==> config.mk <==
export PLATFORM = sky130hd
export DESIGN_NAME = axis_packet_snooper
export DESIGN_NICKNAME = d
export VERILOG_FILES = /design/src/rtl/axis_packet_snooper.sv
export SDC_FILE = /design/constraint.sdc
export NUM_CORES = 1
export LEC_CHECK = 0
export CORE_MARGIN = 5
export CORE_UTILIZATION = 23
export DETAILED_ROUTE_END_ITERATION = 7
export GPL_TIMING_DRIVEN = 0
export PLACE_DENSITY = 0.47
export SYNTH_ARGS = -nofsm -noshare
export SYNTH_HDL_FRONTEND = slang
export SYNTH_SLANG_ARGS = --single-unit
==> constraint.sdc <==
create_clock -name clk -period 2.1 [get_ports clk]
set_input_delay 0.21 -clock clk [delete_from_list [all_inputs] [get_ports clk]]
set_output_delay 0.21 -clock clk [all_outputs]
set_load 0.02 [all_outputs]
==> src/rtl/axis_packet_snooper.sv <==
// AXI-Stream ingress for packetmem: writes each packet word-by-word into the granted buffer,
// truncating oversize packets to buffer capacity and draining the excess beats.
module axis_packet_snooper #(
    parameter int unsigned ADDR_WIDTH = 10,
    parameter int unsigned CNT_WIDTH  = 32
) (
    input  logic                  clk,
    input  logic                  rst_n,
    input  logic [63:0]           s_axis_tdata,
    input  logic                  s_axis_tvalid,
    input  logic                  s_axis_tlast,
    output logic                  s_axis_tready,
    input  logic                  ready_for_snooper,
    output logic [ADDR_WIDTH-1:0] snooper_wr_addr,
    output logic [63:0]           snooper_wr_data,
    output logic                  snooper_wr_en,
    output logic                  snooper_done,
    output logic [CNT_WIDTH-1:0]  pkt_count,
    output logic [CNT_WIDTH-1:0]  trunc_count
);

    localparam int unsigned DATA_W = 64;
    localparam logic [ADDR_WIDTH-1:0] PTR_MAX = '1;

    typedef enum logic [2:0] {
        S_WAIT,
        S_STREAM,
        S_DRAIN,
        S_LAST,
        S_DONE,
        S_GAP
    } state_e;

    state_e                state_q, state_d;
    logic [ADDR_WIDTH-1:0] ptr_q, ptr_d;
    logic                  trunc_q, trunc_d;
    logic                  tready_q, tready_d;
    logic                  wr_en_q, wr_en_d;
    logic [ADDR_WIDTH-1:0] wr_addr_q, wr_addr_d;
    logic [DATA_W-1:0]     wr_data_q, wr_data_d;
    logic                  done_q, done_d;
    logic [CNT_WIDTH-1:0]  pkt_cnt_q, pkt_cnt_d;
    logic [CNT_WIDTH-1:0]  trunc_cnt_q, trunc_cnt_d;
    logic                  beat_c;

    assign beat_c = s_axis_tvalid & tready_q;

    // Next-state, write pipeline and statistics
    always_comb begin
        state_d     = state_q;
        ptr_d       = ptr_q;
        trunc_d     = trunc_q;
        wr_en_d     = 1'b0;
        wr_addr_d   = wr_addr_q;
        wr_data_d   = wr_data_q;
        done_d      = 1'b0;
        pkt_cnt_d   = pkt_cnt_q;
        trunc_cnt_d = trunc_cnt_q;

        case (state_q)
            S_WAIT: begin
                ptr_d   = '0;
                trunc_d = 1'b0;
                if (ready_for_snooper) begin
                    state_d = S_STREAM;
                end
            end
            S_STREAM: begin
                if (beat_c) begin
                    wr_en_d   = 1'b1;
                    wr_addr_d = ptr_q;
                    wr_data_d = s_axis_tdata;
                    ptr_d     = ADDR_WIDTH'(ptr_q + 1'b1);
                    if (s_axis_tlast) begin
                        state_d = S_LAST;
                    end else if (ptr_q == PTR_MAX) begin
                        state_d = S_DRAIN;
                        trunc_d = 1'b1;
                    end
                end
            end
            S_DRAIN: begin
                if (beat_c && s_axis_tlast) begin
                    state_d = S_LAST;
                end
            end
            S_LAST: begin
                // Counters advance together with the done pulse
                state_d   = S_DONE;
                done_d    = 1'b1;
                pkt_cnt_d = pkt_cnt_q + CNT_WIDTH'(1);
                if (trunc_q) begin
                    trunc_cnt_d = trunc_cnt_q + CNT_WIDTH'(1);
                end
            end
            S_DONE: begin
                state_d = S_GAP;
            end
            S_GAP: begin
                // packetmem's buffer select lags one cycle, so grant is not sampled here
                state_d = S_WAIT;
            end
            default: begin
                state_d = S_WAIT;
            end
        endcase

        tready_d = (state_d == S_STREAM) || (state_d == S_DRAIN);
    end

    always_ff @(posedge clk or negedge rst_n) begin
        if (!rst_n) begin
            state_q     <= S_WAIT;
            ptr_q       <= '0;
            trunc_q     <= 1'b0;
            tready_q    <= 1'b0;
            wr_en_q     <= 1'b0;
            wr_addr_q   <= '0;
            wr_data_q   <= '0;
            done_q      <= 1'b0;
            pkt_cnt_q   <= '0;
            trunc_cnt_q <= '0;
        end else begin
            state_q     <= state_d;
            ptr_q       <= ptr_d;
            trunc_q     <= trunc_d;
            tready_q    <= tready_d;
            wr_en_q     <= wr_en_d;
            wr_addr_q   <= wr_addr_d;
            wr_data_q   <= wr_data_d;
            done_q      <= done_d;
            pkt_cnt_q   <= pkt_cnt_d;
            trunc_cnt_q <= trunc_cnt_d;
        end
    end

    assign s_axis_tready   = tready_q;
    assign snooper_wr_addr = wr_addr_q;
    assign snooper_wr_data = wr_data_q;
    assign snooper_wr_en   = wr_en_q;
    assign snooper_done    = done_q;
    assign pkt_count       = pkt_cnt_q;
    assign trunc_count     = trunc_cnt_q;

endmodule

# Yosys cells after proc, flatten, opt, wreduce, memory -nomap -nowiden
# Cells that the tools add are included.
totals:
  ff_bits: 155
  latch_bits: 0
  ramBits: 0
  rom_bits: 0
  input_bits: 69
  out_inout_bits: 141
  word_cells: 47
  n_memories: 0
op_classes:
  add_sub_neg: 3
  n_mul: 0
  n_div: 0
  n_lt_le_gt_ge: 0
  eq_ne: 10
  shift: 0
  n_mux: 15
  bitwise: 1
  reduce_logical: 8
ops:
  columns: ["cell", "n"]
  rows:
  - ["adder 32 x 1 -> 32 bit (second input constant)", 2]
  - ["case mux 10 bit (2 select lines)", 1]
  - ["two-way mux 3 bit", 5]
  - ["case mux 3 bit (5 select lines)", 1]
  - ["adder 10 x 1 -> 10 bit (second input constant)", 1]
  - ["equality test 10 bit (second input constant)", 1]
  - ["two-way mux 10 bit", 1]
  - ["equality test 3 x 2 -> 1 bit (second input constant)", 3]
  - ["equality test 3 x 1 -> 1 bit (second input constant)", 2]
  - ["two-way mux 1 bit", 6]
  - ["inequality test 2 bit (second input constant)", 3]
  - ["AND reduction 2 bit", 3]
  - ["AND reduction 4 bit", 1]
  - ["equality test 3 bit (second input constant)", 1]
  - ["logical NOT 3 bit", 1]
  - ["case mux 1 bit (2 select lines)", 1]
  - ["nonzero test 2 bit", 1]
  - ["AND 1 bit", 1]
  - ["logical AND 1 bit", 1]
  - ["logical OR 1 bit", 1]

# Logic depth before layout (Yosys ltp)
# Gate-level depths: netlist of the first run.
logic_depth:
  ltp_word: 7
  depth_mapped: 8
  ltp_nobuf: 6

# Least setup slack after synthesis of the first run
# OpenSTA, ideal clock, no wires.
synth_path:
  kind: "register to register"
  from: "register trunc_cnt_q[10] (netlist: trunc_count[10])"
  to: "register trunc_cnt_q[31] (netlist: trunc_count[31])"
  setup_ps: 129
  t_arrival_ps: 1729
  required_time_ps: 1971
  slack_ps: 243
  stages_incl_launch_ff: 6
  n_path_buf: 0
  period_less_slack_ps: 1857
  cell_sequence: "dfrtp_1 and4_4 and4_4 nand3_4 or4_4 xnor2_2"
synth_via:
  elab_chain_cells: 1
synth_rtl:
  columns: ["element", "line", "source"]
  rows:
  - ["start: declaration", "43", "logic [CNT_WIDTH-1:0] trunc_cnt_q, trunc_cnt_d;"]
  - ["start signal: assignment", "133", "trunc_cnt_q <= trunc_cnt_d;"]
  - ["adder 32 x 1 -> 32 bit", "93", "trunc_cnt_d = trunc_cnt_q + CNT_WIDTH'(1);"]
# No other way between the ends.
# A chain may end at the register's enable or synchronous reset.

# Worst setup path in the final report of the first run
layout_path:
  from: "register state_q[1]"
  to: "register wr_data_q[25] (netlist: snooper_wr_data[25])"
layout_via:
  elab_chain_cells: 2
layout_rtl:
  columns: ["element", "line", "source"]
  rows:
  - ["start: declaration", "34", "state_e state_q, state_d;"]
  - ["start signal: assignment", "124", "state_q <= state_d;"]
  - ["equality test 3 x 1 -> 1 bit", "60", "case (state_q)"]
  - ["AND reduction 2 bit (no line)", null, null]
  - ["end signal: assignment", "130", "wr_data_q <= wr_data_d;"]
  - ["end: declaration", "40", "logic [DATA_W-1:0] wr_data_q, wr_data_d;"]
# No other way between the ends.

==> impl_metrics.prom, run 1 <==
# TYPE chip_impl_metric gauge
chip_impl_info{name="run_status",value="complete, no violations"} 1
chip_impl_metric{name="postSynth.asyncResetShare",unit="%"} 100.0
chip_impl_metric{name="synth-seq-cells",unit=""} 155
chip_impl_metric{name="vias",unit=""} 5079
chip_impl_metric{name="reg_area",unit="µm²"} 3879
chip_impl_metric{name="layout.nets",unit=""} 944
chip_impl_metric{name="timing.critical_path.fanout_max",unit=""} 10
chip_impl_metric{name="worst_ep_required_time",unit="ns"} 2.46
chip_impl_metric{name="yosysWarningCount",unit=""} 0
chip_impl_metric{name="globalRouteOverflowTotal",unit=""} 0
chip_impl_metric{name="share_of_cells_above_drive_strength_1",unit="%"} 7.684
chip_impl_metric{name="std_cell_rows",unit=""} 61
chip_impl_metric{name="post_synth_design_cell_area",unit="µm²"} 6492
chip_impl_metric{name="drt_drc_violations_left",unit=""} 0
chip_impl_info{name="dominantRegCellSynth",value="sky130_fd_sc_hd__dfrtp_1"} 1
chip_impl_metric{name="floorplan.die.height",unit="µm"} 178.0
chip_impl_metric{name="period_minus_slack",unit="ns"} 1.909
chip_impl_metric{name="synthesis.nets",unit=""} 714
chip_impl_metric{name="ctsLongestPathBuffers",unit=""} 2
chip_impl_info{name="critical_path_class",value="flop to flop"} 1
chip_impl_metric{name="design.die.area",unit="µm²"} 31690
chip_impl_metric{name="grt_util_all_layers",unit="%"} 12.10
chip_impl_metric{name="grt_max_degree",unit=""} 108
chip_impl_metric{name="post-place-ws",unit="ns"} -0.1563
chip_impl_metric{name="worst_margin_slew",unit="ns"} 1.028
chip_impl_metric{name="power.total",unit="mW"} 11.21
chip_impl_metric{name="antenna_cells_inserted",unit=""} 0
chip_impl_metric{name="cts_made_buffers",unit=""} 17
chip_impl_metric{name="drtAntennaViolNets",unit=""} 0
chip_impl_metric{name="multiInputGateArea",unit="µm²"} 2521
chip_impl_metric{name="synth_area_per_cell",unit="µm²"} 10.11
chip_impl_metric{name="postLayoutSetupSlackWorst",unit="ns"} 0.1915
chip_impl_metric{name="drv_slew",unit=""} 0
chip_impl_metric{name="initialDrtViolationCount",unit=""} 147
chip_impl_metric{name="ir_worst_vdd",unit="V"} 0.0006383
chip_impl_metric{name="area_growth",unit="%"} 49.64
chip_impl_metric{name="finalHoldWorstSlack",unit="ns"} 0.2855
chip_impl_metric{name="fin_setup_tns",unit="ns"} 0
chip_impl_metric{name="first_pass_iters",unit=""} 5
chip_impl_metric{name="clkTransAtPathRegs",unit="ns"} 0.07
chip_impl_metric{name="dp_hpwl",unit="mm"} 13.35
chip_impl_metric{name="detail_route.wl_per_cell",unit="µm"} 14.67
chip_impl_metric{name="chipWidth",unit="µm"} 178.0
chip_impl_metric{name="fin_crit_sh",unit="%"} 90.88
chip_impl_metric{name="cts.repair_timing.setup_buffer_count",unit=""} 0
chip_impl_metric{name="htreeDepth",unit=""} 4
chip_impl_metric{name="core",unit="µm²"} 27860
chip_impl_metric{name="start_util",unit="%"} 23.31
chip_impl_metric{name="yosysSeqAreaShare",unit="%"} 59.74
chip_impl_metric{name="cts.sink_count",unit=""} 155
chip_impl_metric{name="final_core_util",unit="%"} 34.88
chip_impl_metric{name="place.gp.congestion",unit=""} 0.7295
chip_impl_metric{name="grt_antenna_before_repair",unit=""} 0
chip_impl_metric{name="fillers",unit=""} 2845
chip_impl_info{name="hold_class",value="primary input to async pin"} 1
chip_impl_metric{name="synth_cell_type_count",unit=""} 47
chip_impl_metric{name="synth_cells",unit=""} 642
chip_impl_info{name="cts_tree",value="done"} 1
chip_impl_info{name="critPathCaptureType",value="flop"} 1
chip_impl_metric{name="vias_per_cell",unit=""} 4.021
chip_impl_metric{name="synth_enable_flop_cells",unit=""} 0
chip_impl_metric{name="global_route_wire_length_before_repair",unit="mm"} 30.04
chip_impl_metric{name="max_cap_violations",unit=""} 0
chip_impl_info{name="cp-start-kind",value="flop"} 1
chip_impl_metric{name="slew-limit-headroom",unit="%"} 30.96
chip_impl_metric{name="port_buffers",unit=""} 209
chip_impl_metric{name="fmax",unit="GHz"} 0.5240
chip_impl_metric{name="num_io_pins",unit=""} 210
chip_impl_metric{name="power.density_cell_area",unit="nW/µm²"} 1153
chip_impl_metric{name="finalClockSkew",unit="ns"} 0.01128
chip_impl_metric{name="clk-insertion-delay-late",unit="ns"} 0.42
chip_impl_metric{name="first_global_vias",unit=""} 5334
chip_impl_info{name="unrepaired_setup_endpoints_after_global_routing",value="no"} 1
chip_impl_metric{name="detail_route.wirelength",unit="mm"} 18.53
chip_impl_metric{name="cp_data_arrival_time",unit="ns"} 2.27
chip_impl_info{name="cts.root.buffer_cell",value="sky130_fd_sc_hd__clkbuf_16"} 1
chip_impl_metric{name="setup_violations",unit=""} 0
chip_impl_metric{name="final-hold-violation-count",unit=""} 0
chip_impl_metric{name="leak_pwr",unit="nW"} 4.497
-- critical path, stage by stage, from the launching register on --
cell and delay, ns:
sky130_fd_sc_hd__dfrtp_1 0.37, sky130_fd_sc_hd__buf_4 0.19, sky130_fd_sc_hd__nor3b_4 0.29, sky130_fd_sc_hd__nand3_4 0.21, sky130_fd_sc_hd__inv_2 0.14, sky130_fd_sc_hd__clkbuf_4 0.22, sky130_fd_sc_hd__clkbuf_4 0.24, sky130_fd_sc_hd__nand2_1 0.11
sky130_fd_sc_hd__nand2_1 0.07
-- repair_timing --
action / 4_1_cts / 5_1_grt
resized for setup: 4 / 10
endpoints found under the hold margin: 48 / 0
setup endpoints to repair: 69 / 52
hold buffers: 1 / 0
-- layout by cell type, fill, tap and decap left out, drive strengths merged, types with 2 or more instances in the layout --
master and count:
inv 9, o21ai 2, nand2 260, clkinvlp 4, dfrtp 155, ha 3, or2 2, xor2 31
and4 11, buf 8, nor4 4, xnor2 40, nand4 16, and2 5, nand3 20, clkdlybuf4s50 208
and3 9, nor2b 2, clkinv 4, nor2 28, or3 2, clkbuf 35, mux2 2, nor3 10
-- stage by stage --
step / cells / cell area (µm²)
after floorplan: 642 / 6492
after global placement: 1229 / 9057
after detailed placement: 1230 / 9090
after CTS: 1263 / 9682
after global routing: 1263 / 9716
final: 1263 / 9716
-- state kept, by name, summed over array words and instances (netlist names) --
name	count
trunc_q	1
ptr_q	10
snooper_done	1
snooper_wr_data	64
snooper_wr_en	1
trunc_count	32
state_q	3
pkt_count	32
snooper_wr_addr	10
s_axis_tready	1
-- cell type report --
cell class              instances  area share, %
clock inverters                13          1.146
repair buffers                211          21.97
clock buffers                  19          4.662
flip-flops and latches        155          39.92
well taps                     378          4.868
inverters                       4         0.1545
plain buffers                  22          1.326
multi-input cells             461          25.95
-- cell families (layout without fill, tap and decap cells) --
| logic type | after synthesis | count (layout) | synth area share (%) |
|---|---|---|---|
| AOI/OAI and AO/OA | 10 | 10 | 1.214 |
| buffers and inverters | 26 | 269 | 1.966 |
| DFF | 155 | 155 | 59.74 |
| adders and majority gates | 3 | 3 | 0.5782 |
| and+or+nand+nor | 375 | 375 | 26.46 |
| xor gates and xnor gates | 71 | 71 | 9.694 |
| muxes | 2 | 2 | 0.3469 |
-- metal layers --
| layer | GRT usage [%] | vias up | wire length, µm |
|---|---|---|---|
| met4 | 3.384 | 0 | 190 |
| met2 | 18.10 | 150 | 8112 |
| met3 | 5.808 | 11 | 1980 |
| met5 | 0 | - | 0 |
| met1 | 15.63 | 2387 | 8248 |
| li1 | - | 2531 | - |
-- power by group --
| part | internal, mW | leakage (nW) | total (mW) | switching [mW] |
|---|---|---|---|---|
| combinational | 1.79 | 2.18 | 4.12 | 2.33 |
| clock | 1.61 | 0.265 | 2.99 | 1.38 |
| sequential | 3.69 | 2.05 | 4.10 | 0.411 |
-- final timing paths --
kind                                            startpoint                              end  slack [ns]  cells past startpoint
max                                   state_q[1]$_DFF_PN0_  snooper_wr_data[25]$_DFFE_PN0P_        0.19                      8
min                                                  rst_n      trunc_count[20]$_DFFE_PN0P_        0.29                      2
max reg2reg                           state_q[1]$_DFF_PN0_  snooper_wr_data[25]$_DFFE_PN0P_        0.19                      8
min reg2reg                snooper_wr_data[60]$_DFFE_PN0P_  snooper_wr_data[60]$_DFFE_PN0P_        0.47                      2
max in group asynchronous                            rst_n  snooper_wr_data[60]$_DFFE_PN0P_        0.92                      3
min in group clk                          s_axis_tdata[21]  snooper_wr_data[21]$_DFFE_PN0P_        0.31                      3
-- synth_stat cells (all sizes together), types with 5 or more instances --
| cell | number | area share [%] |
|---|---|---|
| buf | 10 | 1.0 |
| and2 | 5 | 0.48 |
| nor3 | 10 | 0.85 |
| and4 | 11 | 1.6 |
| dfrtp | 155 | 60 |
| nand3 | 20 | 1.9 |
| clkbuf | 12 | 0.69 |
| nand4 | 16 | 1.5 |
| nand2 | 260 | 15 |
| xor2 | 31 | 4.2 |
| and3 | 9 | 0.87 |
| xnor2 | 40 | 5.5 |
| nor2 | 28 | 1.6 |
No activity file was read; power rests on OpenSTA's default activity.
==> inputs of run 2 (changes only) <==
--- a/config.mk
+++ b/config.mk
@@ -9,7 +9,7 @@
 export CORE_UTILIZATION = 23
 export DETAILED_ROUTE_END_ITERATION = 7
 export GPL_TIMING_DRIVEN = 0
-export PLACE_DENSITY = 0.47
+export PLACE_DENSITY = 0.56
 export SYNTH_ARGS = -nofsm -noshare
 export SYNTH_HDL_FRONTEND = slang
 export SYNTH_SLANG_ARGS = --single-unit
==> run 2 against run 1 <==
Effect of this change: power barely moved; clock power rose by 1%; core utilization fell by 0.067 points; sequential cell count did not move; via count rose by 1.5%; sequential share of layout area rose by 0.077 points; final cell count fell by 0.16%; combinational power fell by 1%; largest cell class unchanged; largest power group is now registers; highest routed layer is now met5.
==> impl_metrics.prom, run 2 (same netlist as run 1, synthesis figures left out) <==
# TYPE chip_impl_metric gauge
chip_impl_metric{name="drv_slew",unit=""} 0
chip_impl_metric{name="cts.repair_timing.setup_buffer_count",unit=""} 0
chip_impl_metric{name="rrSetupSlack",unit="ns"} 0.17
chip_impl_metric{name="detail_route.wirelength",unit="mm"} 18.16
chip_impl_metric{name="ctsLongestPathBuffers",unit=""} 2
chip_impl_metric{name="first_pass_iters",unit=""} 4
chip_impl_metric{name="chipWidth",unit="µm"} 178.0
chip_impl_info{name="worst_hold_path.endpoint",value="snooper_wr_data[29]$_DFFE_PN0P_"} 1
chip_impl_metric{name="start_util",unit="%"} 23.31
chip_impl_info{name="cts_tree",value="done"} 1
chip_impl_info{name="crit_path_cell_trace",value="buf_6 > and3b_1 > buf_6 > nand3_2 > nor4_2 > nand4_1 > xnor2_1"} 1
chip_impl_info{name="unrepaired_setup_endpoints_after_global_routing",value="no"} 1
chip_impl_metric{name="fmax",unit="GHz"} 0.5170
chip_impl_metric{name="core",unit="µm²"} 27860
chip_impl_metric{name="layout.nets",unit=""} 944
chip_impl_metric{name="fin_setup_tns",unit="ns"} 0
chip_impl_metric{name="cts.sink_count",unit=""} 155
chip_impl_info{name="critPathCaptureType",value="flop"} 1
chip_impl_metric{name="std_cell_rows",unit=""} 61
chip_impl_metric{name="finalClockSkew",unit="ns"} 0.02187
chip_impl_metric{name="path_buf_inv",unit=""} 2
chip_impl_metric{name="grt_antenna_before_repair",unit=""} 1
chip_impl_metric{name="area_growth",unit="%"} 49.35
chip_impl_metric{name="clk-insertion-delay-late",unit="ns"} 0.43
chip_impl_metric{name="worst_margin_slew",unit="ns"} 0.9686
chip_impl_metric{name="period_minus_slack",unit="ns"} 1.934
chip_impl_metric{name="timing.critical_path.fanout_max",unit=""} 10
chip_impl_metric{name="vias_per_cell",unit=""} 4.086
chip_impl_metric{name="floorplan.die.height",unit="µm"} 178.0
chip_impl_info{name="rr_startpoint",value="state_q[2]$_DFF_PN0_"} 1
chip_impl_info{name="cp-start-kind",value="flop"} 1
chip_impl_metric{name="globalRouteOverflowTotal",unit=""} 0
chip_impl_metric{name="initialDrtViolationCount",unit=""} 183
chip_impl_metric{name="ir_worst_vdd",unit="V"} 0.0005645
chip_impl_metric{name="worst_ep_required_time",unit="ns"} 2.41
chip_impl_metric{name="final-hold-violation-count",unit=""} 0
chip_impl_info{name="cts.root.buffer_cell",value="sky130_fd_sc_hd__clkbuf_16"} 1
chip_impl_metric{name="power.density_cell_area",unit="nW/µm²"} 1157
chip_impl_metric{name="cp_data_arrival_time",unit="ns"} 2.24
chip_impl_info{name="cpMostUsedCell",value="sky130_fd_sc_hd__buf_6"} 1
chip_impl_metric{name="dp_hpwl",unit="mm"} 13.28
chip_impl_info{name="min_from",value="s_axis_tdata[29]"} 1
chip_impl_metric{name="slew-limit-headroom",unit="%"} 34.93
chip_impl_info{name="hold_class",value="primary input to flop"} 1
chip_impl_info{name="critical_path_class",value="flop to flop"} 1
chip_impl_metric{name="grt_max_degree",unit=""} 94
chip_impl_metric{name="worst_path_largest_cell_delay",unit="ns"} 0.48
chip_impl_metric{name="drtAntennaViolNets",unit=""} 0
chip_impl_metric{name="number_of_flip_flops_under_the_largest_register_name",unit=""} 64
chip_impl_info{name="critical-path-top-delay-family",value="simple AND/OR/NAND/NOR gates"} 1
chip_impl_metric{name="fin_crit_sh",unit="%"} 92.11
chip_impl_info{name="critical_path.slowest_cell",value="sky130_fd_sc_hd__nor4_2"} 1
chip_impl_metric{name="grt_util_all_layers",unit="%"} 11.75
chip_impl_info{name="run_status",value="complete, no violations"} 1
chip_impl_metric{name="worst-r2r-cell-count",unit=""} 7
chip_impl_metric{name="detail_route.wl_per_cell",unit="µm"} 14.40
chip_impl_metric{name="leak_pwr",unit="nW"} 4.476
chip_impl_metric{name="setup_violations",unit=""} 0
chip_impl_metric{name="layout.cells.non_filler",unit=""} 1261
chip_impl_metric{name="antenna_cells_inserted",unit=""} 0
chip_impl_metric{name="global_route_wire_length_before_repair",unit="mm"} 29.21
chip_impl_metric{name="htreeDepth",unit=""} 4
chip_impl_metric{name="first_global_vias",unit=""} 5379
chip_impl_metric{name="port_buffers",unit=""} 209
chip_impl_info{name="layout_commonest_cell",value="sky130_fd_sc_hd__nand2_1"} 1
chip_impl_metric{name="max_cap_violations",unit=""} 0
chip_impl_metric{name="place.detailed.instances",unit=""} 1230
chip_impl_metric{name="share_of_cells_above_drive_strength_1",unit="%"} 7.248
chip_impl_metric{name="place.gp.congestion",unit=""} 0.7380
chip_impl_metric{name="clkTransAtPathRegs",unit="ns"} 0.07
chip_impl_metric{name="cts_made_buffers",unit=""} 17
chip_impl_metric{name="design.die.area",unit="µm²"} 31690
chip_impl_metric{name="drt_drc_violations_left",unit=""} 0
chip_impl_metric{name="num_io_pins",unit=""} 210
chip_impl_metric{name="hold_path_depth",unit=""} 3
chip_impl_info{name="r2r_end",value="pkt_count[26]$_DFFE_PN0P_"} 1
chip_impl_info{name="final_cell_mix",value="260 x sky130_fd_sc_hd__nand2_1, 208 x sky130_fd_sc_hd__clkdlybuf4s50_1, 155 x sky130_fd_sc_hd__dfrtp_1, 39 x sky130_fd_sc_hd__xnor2_1, 31 x sky130_fd_sc_hd__xor2_1"} 1
chip_impl_metric{name="vias",unit=""} 5153
[run 2: changes by cell type in the layout (fill, tap and decap cells not counted), sizes merged]
cell,delta
buf,+1
bufinv,+2
clkinv,-2
clkinvlp,+1
inv,-4
[run 2: area by class of cell]
| type | count | area [µm²] |
|---|---|---|
| Timing Repair Buffer | 211 | 2135 |
| Buffer | 22 | 128.9 |
| Tap cell | 378 | 473.0 |
| Fill cell | 2830 | 18160 |
| Sequential cell | 155 | 3879 |
| Multi-Input combinational cell | 461 | 2500 |
| Inverter | 4 | 15.01 |
| Clock buffer | 20 | 446.7 |
| Clock inverter | 10 | 120.1 |
[run 2: per-layer routing]
layer	vias up	GRT usage [%]	wire length (µm)
met4	2	3.577	205
met1	2437	14.92	7996
met2	159	18.00	8206
li1	2540	-	-
met3	15	5.299	1734
met5	-	0	13
[run 2: worst max-delay path by stage]
stage | slack (ns) | end | cells after the start | start
3_3_place_gp | -6.09 | snooper_wr_data[20]$_DFFE_PN0P_ | 1 | rst_n
5_1_grt | 0.02 | snooper_wr_data[44]$_DFFE_PN0P_ | 7 | state_q[1]$_DFF_PN0_
2_1_floorplan | 0.24 | trunc_count[31]$_DFFE_PN0P_ | 5 | trunc_count[10]$_DFFE_PN0P_
3_5_place_dp | -0.13 | snooper_wr_data[30]$_DFFE_PN0P_ | 7 | state_q[0]$_DFF_PN0_
6_report | 0.17 | pkt_count[26]$_DFFE_PN0P_ | 7 | state_q[2]$_DFF_PN0_
4_1_cts | 0.02 | snooper_wr_data[54]$_DFFE_PN0P_ | 8 | state_q[1]$_DFF_PN0_
[run 2: timing repair]
item | 4_1_cts | 5_1_grt
endpoints found under the hold margin | 62 | 0
resized for setup | 5 | 6
setup endpoints to repair | 60 | 67
hold buffers | 1 | 0
[run 2: power breakdown]
group	total [mW]	leakage, nW	internal, mW	switching [mW]
registers	4.11	2.05	3.69	0.419
clock network	3.03	0.261	1.77	1.26
logic	4.08	2.16	1.79	2.28
total	11.2	4.48	7.26	3.96
[run 2: tightest hold or removal path: cells and delay by family]
family	cells	cell delay, ns
buffers and inverters	1	0.40
and+or+nand+nor	2	0.09
[run 2: stage by stage]
stage                     hold slack (ns)  instance area [µm²]  utilization (%)  power, mW  worst slack (ns)
after floorplan                  -0.08559                 6492                -      6.199            0.2427
after detailed placement           0.1995                 9090            32.63      8.277           -0.1278
after global placement             0.4577                 9057            32.51      8.251            -6.085
final                              0.3038                 9697            34.81      11.22            0.1657
after global routing               0.2792                 9697            34.81      12.01           0.01582
after CTS                          0.2837                 9682            34.75      11.44           0.02286
==> inputs of run 3 (changes only) <==
--- a/config.mk
+++ b/config.mk
@@ -9,6 +9,7 @@
 export CORE_UTILIZATION = 23
 export DETAILED_ROUTE_END_ITERATION = 7
 export GPL_TIMING_DRIVEN = 0
+export HOLD_SLACK_MARGIN = 0.08
 export PLACE_DENSITY = 0.56
 export SYNTH_ARGS = -nofsm -noshare
 export SYNTH_HDL_FRONTEND = slang
==> results of run 3 <==
The final DEF is identical to that of run 2; final timing and power are the same.
